`src/rtl/pipe_ctrl.sv`:
```
// Five-stage pipeline sequencing: stalls, bubbles and redirect flushes.
// Memory waits are bounded by a timeout that aborts the access.
module pipe_ctrl #(
    parameter int          MEM_TIMEOUT = 15,
    parameter logic [1:0]  WDSEL_LOAD  = 2'b01
) (
    input  logic        clk,
    input  logic        rst,
    input  logic [4:0]  id_rs1,
    input  logic [4:0]  id_rs2,
    input  logic        id_use_rs1,
    input  logic        id_use_rs2,
    input  logic        ex_valid,
    input  logic        ex_rfwr,
    input  logic [1:0]  ex_wdsel,
    input  logic [4:0]  ex_rd,
    input  logic        ex_redirect,
    input  logic        mem_req,
    input  logic        mem_ready,
    output logic        pc_en,
    output logic        ifid_en,
    output logic        idex_en,
    output logic        exmem_en,
    output logic        memwb_en,
    output logic        ifid_flush,
    output logic        idex_flush,
    output logic        mem_err,
    output logic [31:0] stall_cnt,
    output logic [31:0] flush_cnt
);

    localparam int WW = $clog2(MEM_TIMEOUT);
    localparam logic [WW-1:0] W_LAST = WW'(MEM_TIMEOUT - 1);

    typedef enum logic {
        RUN,
        MWAIT
    } state_t;

    state_t        r_state;
    logic [WW-1:0] r_wcnt;
    logic          r_mem_err;
    logic [31:0]   r_stall_cnt;
    logic [31:0]   r_flush_cnt;

    logic w_memstall;
    logic w_hit1;
    logic w_hit2;
    logic w_loaduse;
    logic w_tmo;
    logic w_release;
    logic w_frozen;
    logic w_redir_act;

    assign w_memstall = mem_req & ~mem_ready;
    assign w_hit1 = id_use_rs1 & (id_rs1 == ex_rd);
    assign w_hit2 = id_use_rs2 & (id_rs2 == ex_rd);
    assign w_loaduse = ex_valid & ex_rfwr & (ex_wdsel == WDSEL_LOAD)
                     & (ex_rd != 5'd0) & (w_hit1 | w_hit2);
    assign w_tmo = (r_wcnt == W_LAST);
    assign w_release = (r_state == MWAIT) & (mem_ready | w_tmo);
    assign w_frozen = ((r_state == RUN) & w_memstall)
                    | ((r_state == MWAIT) & ~w_release);

    always_comb begin
        pc_en       = 1'b0;
        ifid_en     = 1'b0;
        idex_en     = 1'b0;
        exmem_en    = 1'b0;
        memwb_en    = 1'b0;
        ifid_flush  = 1'b0;
        idex_flush  = 1'b0;
        w_redir_act = 1'b0;
        if (!rst || w_frozen) begin
            pc_en = 1'b0;
        end else if (ex_redirect) begin
            // ID is squashed by the redirect, so its load-use hit is moot
            pc_en       = 1'b1;
            ifid_en     = 1'b1;
            idex_en     = 1'b1;
            exmem_en    = 1'b1;
            memwb_en    = 1'b1;
            ifid_flush  = 1'b1;
            idex_flush  = 1'b1;
            w_redir_act = 1'b1;
        end else if (w_loaduse) begin
            idex_en    = 1'b1;
            idex_flush = 1'b1;
            exmem_en   = 1'b1;
            memwb_en   = 1'b1;
        end else begin
            pc_en    = 1'b1;
            ifid_en  = 1'b1;
            idex_en  = 1'b1;
            exmem_en = 1'b1;
            memwb_en = 1'b1;
        end
    end

    always_ff @(posedge clk or negedge rst) begin
        if (!rst) begin
            r_state   <= RUN;
            r_wcnt    <= '0;
            r_mem_err <= 1'b0;
        end else begin
            r_mem_err <= 1'b0;
            unique case (r_state)
                RUN: begin
                    if (w_memstall) begin
                        r_state <= MWAIT;
                        r_wcnt  <= '0;
                    end
                end
                MWAIT: begin
                    if (w_release) begin
                        r_state   <= RUN;
                        r_mem_err <= ~mem_ready;
                    end else begin
                        r_wcnt <= r_wcnt + 1'b1;
                    end
                end
                default: r_state <= RUN;
            endcase
        end
    end

    always_ff @(posedge clk or negedge rst) begin
        if (!rst) begin
            r_stall_cnt <= '0;
            r_flush_cnt <= '0;
        end else begin
            if (!pc_en && r_stall_cnt != 32'hFFFF_FFFF)
                r_stall_cnt <= r_stall_cnt + 32'd1;
            if (w_redir_act && r_flush_cnt != 32'hFFFF_FFFF)
                r_flush_cnt <= r_flush_cnt + 32'd1;
        end
    end

    assign mem_err   = r_mem_err;
    assign stall_cnt = r_stall_cnt;
    assign flush_cnt = r_flush_cnt;

endmodule
```
`config.mk`:
```
export PLATFORM = sky130hd
export DESIGN_NAME = pipe_ctrl
export DESIGN_NICKNAME = d
export VERILOG_FILES = /design/src/rtl/pipe_ctrl.sv
export SDC_FILE = /design/constraint.sdc
export NUM_CORES = 1
export LEC_CHECK = 0
export CORE_MARGIN = 2
export CORE_UTILIZATION = 35
export DETAILED_ROUTE_END_ITERATION = 7
export GPL_ROUTABILITY_DRIVEN = 0
export PLACE_DENSITY = 0.67
export SLEW_MARGIN = 20
export SYNTH_ARGS = -nofsm -noshare
export SYNTH_HDL_FRONTEND = slang
export SYNTH_SLANG_ARGS = --single-unit
export TNS_END_PERCENT = 10
```
`constraint.sdc`:
```
create_clock -name clk -period 5.65 [get_ports clk]
set_input_delay 1.13 -clock clk [delete_from_list [all_inputs] [get_ports clk]]
set_output_delay 1.13 -clock clk [all_outputs]
set_load 0.05 [all_outputs]
```
Yosys cells after proc, flatten, opt, wreduce, memory -nomap -nowiden. Cells that the tools add are included.

Register bits after elaboration: 70. Bits of input ports: 26. Output and inout port bits: 72. Word-level logic and storage cells: 56.

Add/subtract/negate cells: 3. Equal/unequal tests: 8. Multiplexer cells: 17. Bitwise logic cells: 16. Reduce and logical (&&, ||, !) cells: 7.

Operators by type and width (count): $add 32x1->32 const B (2); $ne 32x32->1 const B (2); $mux 1 (13); $and 1x1->1 (10); $eq 5x5->1 (2); $mux 4 (2); $pmux 4 s2 (1); $reduce_bool 5->1 (1); $add 4x1->4 const B (1); $eq 4x4->1 const B (1); $ne 2x2->1 const B (2); $not 1->1 (3); $or 1x1->1 (3); $eq 2x1->1 const B (1); $logic_and 1x1->1 (2); $logic_not 1->1 (2); $pmux 1 s2 (1); $reduce_and 2->1 (1); $logic_or 1x1->1 (1).

Logic depth before layout (Yosys ltp).
Depth after elaboration: 10. Gate-level depth with buffers: 10. Gate-level depth less buffers: 9.

Least setup slack after synthesis. No wires, ideal clock.

Kind: input to output. From: input port ex_rd[0]. To: output port pc_en. Arrival: 2.834 ns. Required time: 4.520 ns. Setup slack: 1.686 ns. Stages on the path: 5. Path buffers: 1. Cell sequence: or4_1 > o21ai_1 > nor2_1 > a21oi_2 > buf_4.

Longest elaborated chain between the ends: 7. Elaborated cells between the ends (all ways): 11. Those cells by class: 2 x eq/ne; 3 x mux; 5 x bitwise; 1 x reduce/logical.

RTL lines: from (decl) (RTL line 16) `input logic [4:0] ex_rd,`; $eq 5x5->1 (on tied branches) (RTL line 56, 57); $and 1x1->1 (on tied branches) (RTL line 56, 57); $or 1x1->1 (RTL line 59) `& (ex_rd != 5'd0) & (w_hit1 | w_hit2);`; $and 1x1->1 * (RTL line 59); $mux 1 * (3 in series); to (decl) (RTL line 20) `output logic pc_en,`.

Mark *: on every way between the ends. The rest lies on a longest branch, timed or not.

Worst setup path in the final report.
From: input port ex_rd[0]. To: output port ifid_en.

Longest elaborated chain between the ends: 7. Elaborated cells between the ends (all ways): 11. Those cells by class: 2 x eq/ne; 3 x mux; 5 x bitwise; 1 x reduce/logical.

RTL lines: $eq 5x5->1 (on tied branches) (RTL line 56, 57); $and 1x1->1 (on tied branches) (RTL line 56, 57); $or 1x1->1 (RTL line 59); $and 1x1->1 * (RTL line 59); $mux 1 * (RTL line 86) `end else if (w_loaduse) begin`; $mux 1 * (RTL line 76) `end else if (ex_redirect) begin`; $mux 1 * (RTL line 74) `if (!rst || w_frozen) begin`; to (decl) (RTL line 21) `output logic ifid_en,`.

Marked as above.

==> impl_metrics.prom <==
# TYPE chip_impl_metric gauge
chip_impl_metric{name="floorplan.initialDensity",unit=""} 0.356
chip_impl_metric{name="rows",unit=""} 37
chip_impl_metric{name="synth_top_cell_area_share",unit=""} 0.483
chip_impl_metric{name="cts_hold_buf",unit=""} 0
chip_impl_metric{name="ir_drop",unit="uV"} 259
chip_impl_info{name="synth.largest_area_cell",value="dfrtp_1"} 1
chip_impl_info{name="critical_path.endpoint_type",value="primary output"} 1
chip_impl_metric{name="clock_tree.htree_level_count",unit=""} 3
chip_impl_metric{name="ys_warn_count",unit=""} 0
chip_impl_metric{name="final-hold-violation-count",unit=""} 0
chip_impl_metric{name="wire_per_inst",unit="um"} 14.9
chip_impl_info{name="rr_startpoint",value="stall_cnt[5]$_DFFE_PN0P_"} 1
chip_impl_metric{name="timing_max_transition_violations_final",unit=""} 0
chip_impl_info{name="status",value="finished clean"} 1
chip_impl_metric{name="max_slew.worst_pin.slew",unit="ps"} 883
chip_impl_info{name="min-delay-path-class",value="flip-flop to flip-flop"} 1
chip_impl_metric{name="port-buffer-count",unit=""} 97
chip_impl_info{name="ctsRootBufferMaster",value="clkbuf_8"} 1
chip_impl_metric{name="path_max_fanout",unit=""} 7
chip_impl_metric{name="synth_area",unit="um2"} 3630
chip_impl_info{name="postSynth.topFlopCell",value="dfrtp_1"} 1
chip_impl_metric{name="r2r_cells",unit=""} 5
chip_impl_metric{name="worst_hold_path.num_cells",unit=""} 1
chip_impl_metric{name="synth_nets",unit=""} 369
chip_impl_metric{name="cts_resized",unit=""} 0
chip_impl_metric{name="core_area",unit="um2"} 10200
chip_impl_metric{name="groute.usage.overall",unit=""} 0.160
chip_impl_metric{name="netlist_instances",unit=""} 339
chip_impl_metric{name="top_level_ports",unit=""} 98
chip_impl_metric{name="finalSetupTns",unit="ps"} 0
chip_impl_metric{name="async_flop_share",unit=""} 1.00
chip_impl_metric{name="clock_sink_count",unit=""} 70
chip_impl_metric{name="insertion_delay",unit="ps"} 330
chip_impl_metric{name="grt_first_pass_wirelength",unit="mm"} 14.4
chip_impl_metric{name="power_density",unit="nW/um2"} 280
chip_impl_metric{name="final_design_area_no_fill",unit="um2"} 4870
chip_impl_metric{name="p_leak",unit="nW"} 2.08
chip_impl_info{name="top_cells_by_area_in_the_synthesized_netlist",value="dfrtp_1 (48%), xnor2_1 (9.4%), xor2_1 (8.2%), nand3_1 (3.7%), nand4_1 (3.3%)"} 1
chip_impl_metric{name="area_delta_synth_final",unit="%"} 34.1
chip_impl_metric{name="cts_inserted_buffers",unit=""} 9
chip_impl_info{name="post-synth-top-count-cell",value="dfrtp_1"} 1
chip_impl_metric{name="cts_setup_buffers",unit=""} 0
chip_impl_metric{name="route.detailed.drc",unit=""} 0
chip_impl_metric{name="regArea",unit="um2"} 1750
chip_impl_metric{name="grt_antenna_before_repair",unit=""} 0
chip_impl_metric{name="grt_overflow",unit=""} 0
chip_impl_info{name="hold_path_end",value="stall_cnt[14]$_DFFE_PN0P_"} 1
chip_impl_metric{name="max-slew-margin-rel",unit=""} 0.412
chip_impl_metric{name="max_cap_viol_count",unit=""} 0
chip_impl_metric{name="final_core_utilization",unit=""} 0.478
chip_impl_metric{name="vias_per_cell",unit=""} 4.94
chip_impl_info{name="cts_tree",value="built"} 1
chip_impl_metric{name="post_route_cells_drive_above_1_share",unit=""} 0.0766
chip_impl_info{name="regToRegEndpoint",value="stall_cnt[1]$_DFFE_PN0P_"} 1
chip_impl_metric{name="synth.avg_cell_area",unit="um2"} 10.7
chip_impl_metric{name="die_w",unit="um"} 106
chip_impl_metric{name="n_fill_cell",unit=""} 963
chip_impl_metric{name="number_of_synthesized_flops_with_an_enable_pin",unit=""} 0
chip_impl_metric{name="drt.antenna.violating_nets",unit=""} 0
chip_impl_info{name="grt_setup_unrepaired",value="false"} 1
chip_impl_metric{name="multi_input_area",unit="um2"} 1780
chip_impl_metric{name="critPathRequiredTime",unit="ps"} 4520
chip_impl_metric{name="routed-via-count",unit=""} 2865
chip_impl_metric{name="minimum_period_implied_by_the_final_worst_setup_slack",unit="ps"} 4850
chip_impl_metric{name="floorplan.die_area",unit="um2"} 11200
chip_impl_info{name="critical_setup_path_class",value="input pin to primary output"} 1
chip_impl_metric{name="maxClockFrequency",unit="MHz"} 206
chip_impl_metric{name="insertedDiodeCount",unit=""} 0
chip_impl_metric{name="worst-endpoint-arrival",unit="ps"} 3720
chip_impl_metric{name="synth_seq_cells",unit=""} 70
chip_impl_metric{name="detailedRoute.firstPassIterationCount",unit=""} 4
chip_impl_metric{name="clock_path_buffers",unit=""} 2
chip_impl_metric{name="clk_transition_reported_paths",unit="ps"} 70
chip_impl_info{name="netlist_top_cells_count",value="dfrtp_1 (70), xnor2_1 (39), xor2_1 (34)"} 1
chip_impl_metric{name="ff2ff_setup_slack",unit="ps"} 2990
chip_impl_metric{name="place_area",unit="um2"} 4710
chip_impl_metric{name="dieHeight",unit="um"} 106
chip_impl_metric{name="min_period_over_period",unit=""} 0.858
chip_impl_metric{name="netlist-cell-type-count",unit=""} 49
chip_impl_metric{name="clock_skew",unit="ps"} 11.2
chip_impl_metric{name="routed_wirelength",unit="mm"} 8.62
chip_impl_metric{name="vias_in_the_first_global_route",unit=""} 2868
chip_impl_metric{name="proportion_of_synthesized_chip_area_in_sequential_cells",unit=""} 0.483
chip_impl_metric{name="dpl.hpwl",unit="mm"} 6.25
chip_impl_metric{name="setup_viol",unit=""} 0
chip_impl_metric{name="grt_max_degree",unit=""} 71
chip_impl_metric{name="net_count_reported_at_finish",unit=""} 469
chip_impl_info{name="cp-start-kind",value="input pin"} 1
chip_impl_metric{name="detailedRoute.firstIterationViolations",unit=""} 117
chip_impl_info{name="min_from",value="stall_cnt[14]$_DFFE_PN0P_"} 1
## per-stage QoR
stage / power (mW) / worst slack [ps] / hold slack, ps / std cells
2_1_floorplan: 0.882 / 1690 / 502 / 339
3_3_place_gp: 1.03 / 872 / 474 / 564
3_5_place_dp: 1.04 / 810 / 476 / 564
4_1_cts: 1.39 / 790 / 489 / 580
5_1_grt: 1.44 / 639 / 512 / 580
6_report: 1.36 / 800 / 488 / 580
## cell type report
| type | count | area share |
|---|---|---|
| timing repair buffer | 98 | 0.200 |
| inverter | 10 | 0.00771 |
| tap | 136 | 0.0350 |
| clock inverter | 4 | 0.00488 |
| clock buffer | 12 | 0.0278 |
| multi-input combinational | 250 | 0.365 |
| sequential | 70 | 0.360 |
## power breakdown
group	switching, mW	internal, mW
registers	0.0785	0.549
clock network	0.179	0.159
logic	0.255	0.145
## cells in the final DEF, fill, tap and decap left out, types with 2 or more instances in the layout
cell type        netlist  layout
o21ai_1                2       2
nand4_4                2       2
xor2_1                34      34
and2_1                 4       4
inv_1                 10      10
nand3_1               27      27
nor2_1                22      22
nand2_1               20      20
nor4_2                 2       2
nor4_1                 4       4
xnor2_1               39      39
clkbuf_8               0       9
nand4_1               19      19
and3_1                 8       8
clkdlybuf4s50_1        0      96
nand3b_1               2       2
mux2_2                 2       2
o21ai_0                4       4
ha_1                   4       4
clkbuf_1               1       3
nor3b_1                2       2
clkinv_2               0       3
dfrtp_1               70      70
and4_1                11      11
nor3_1                18      18
## routing by layer
layer | GRT usage | wire, um
met1 | 0.225 | 4040
met2 | 0.245 | 4080
met3 | 0.0414 | 447
met4 | 0.0395 | 46
met5 | 0 | 0
## worst max path at each step
| stage | startpoint | endpoint | slack [ps] |
|---|---|---|---|
| floorplan | ex_rd[0] | pc_en | 1690 |
| global placement | ex_rd[0] | ifid_en | 870 |
| detailed placement | ex_rd[0] | ifid_en | 810 |
| CTS | ex_rd[0] | ifid_en | 790 |
| global route | ex_rd[0] | ifid_en | 640 |
| finish | ex_rd[0] | ifid_en | 800 |
## kinds of logic (layout without fill, tap and decap cells)
kind of cell	after synthesis	count (layout)	share of synthesized area
AOI/OAI and AO/OA	18	18	0.0434
xor gates and xnor gates	73	73	0.176
adders and majority gates	4	4	0.0138
buffers and inverters	19	124	0.0283
DFF	70	70	0.483
muxes	2	2	0.00620
and+or+nand+nor	153	153	0.250
## critical path, cell delays in order
cell,delay (ps)
clkdlybuf4s50_1,480
or4_1,540
o21ai_1,250
nor2_1,90
a21oi_2,330
clkdlybuf4s50_1,890
## state kept, by name, summed over array words and instances (netlist names)
| register | count |
|---|---|
| flush_cnt | 32 |
| mem_err | 1 |
| r_state | 1 |
| r_wcnt | 4 |
| stall_cnt | 32 |
(Power assumes the default switching activity.)
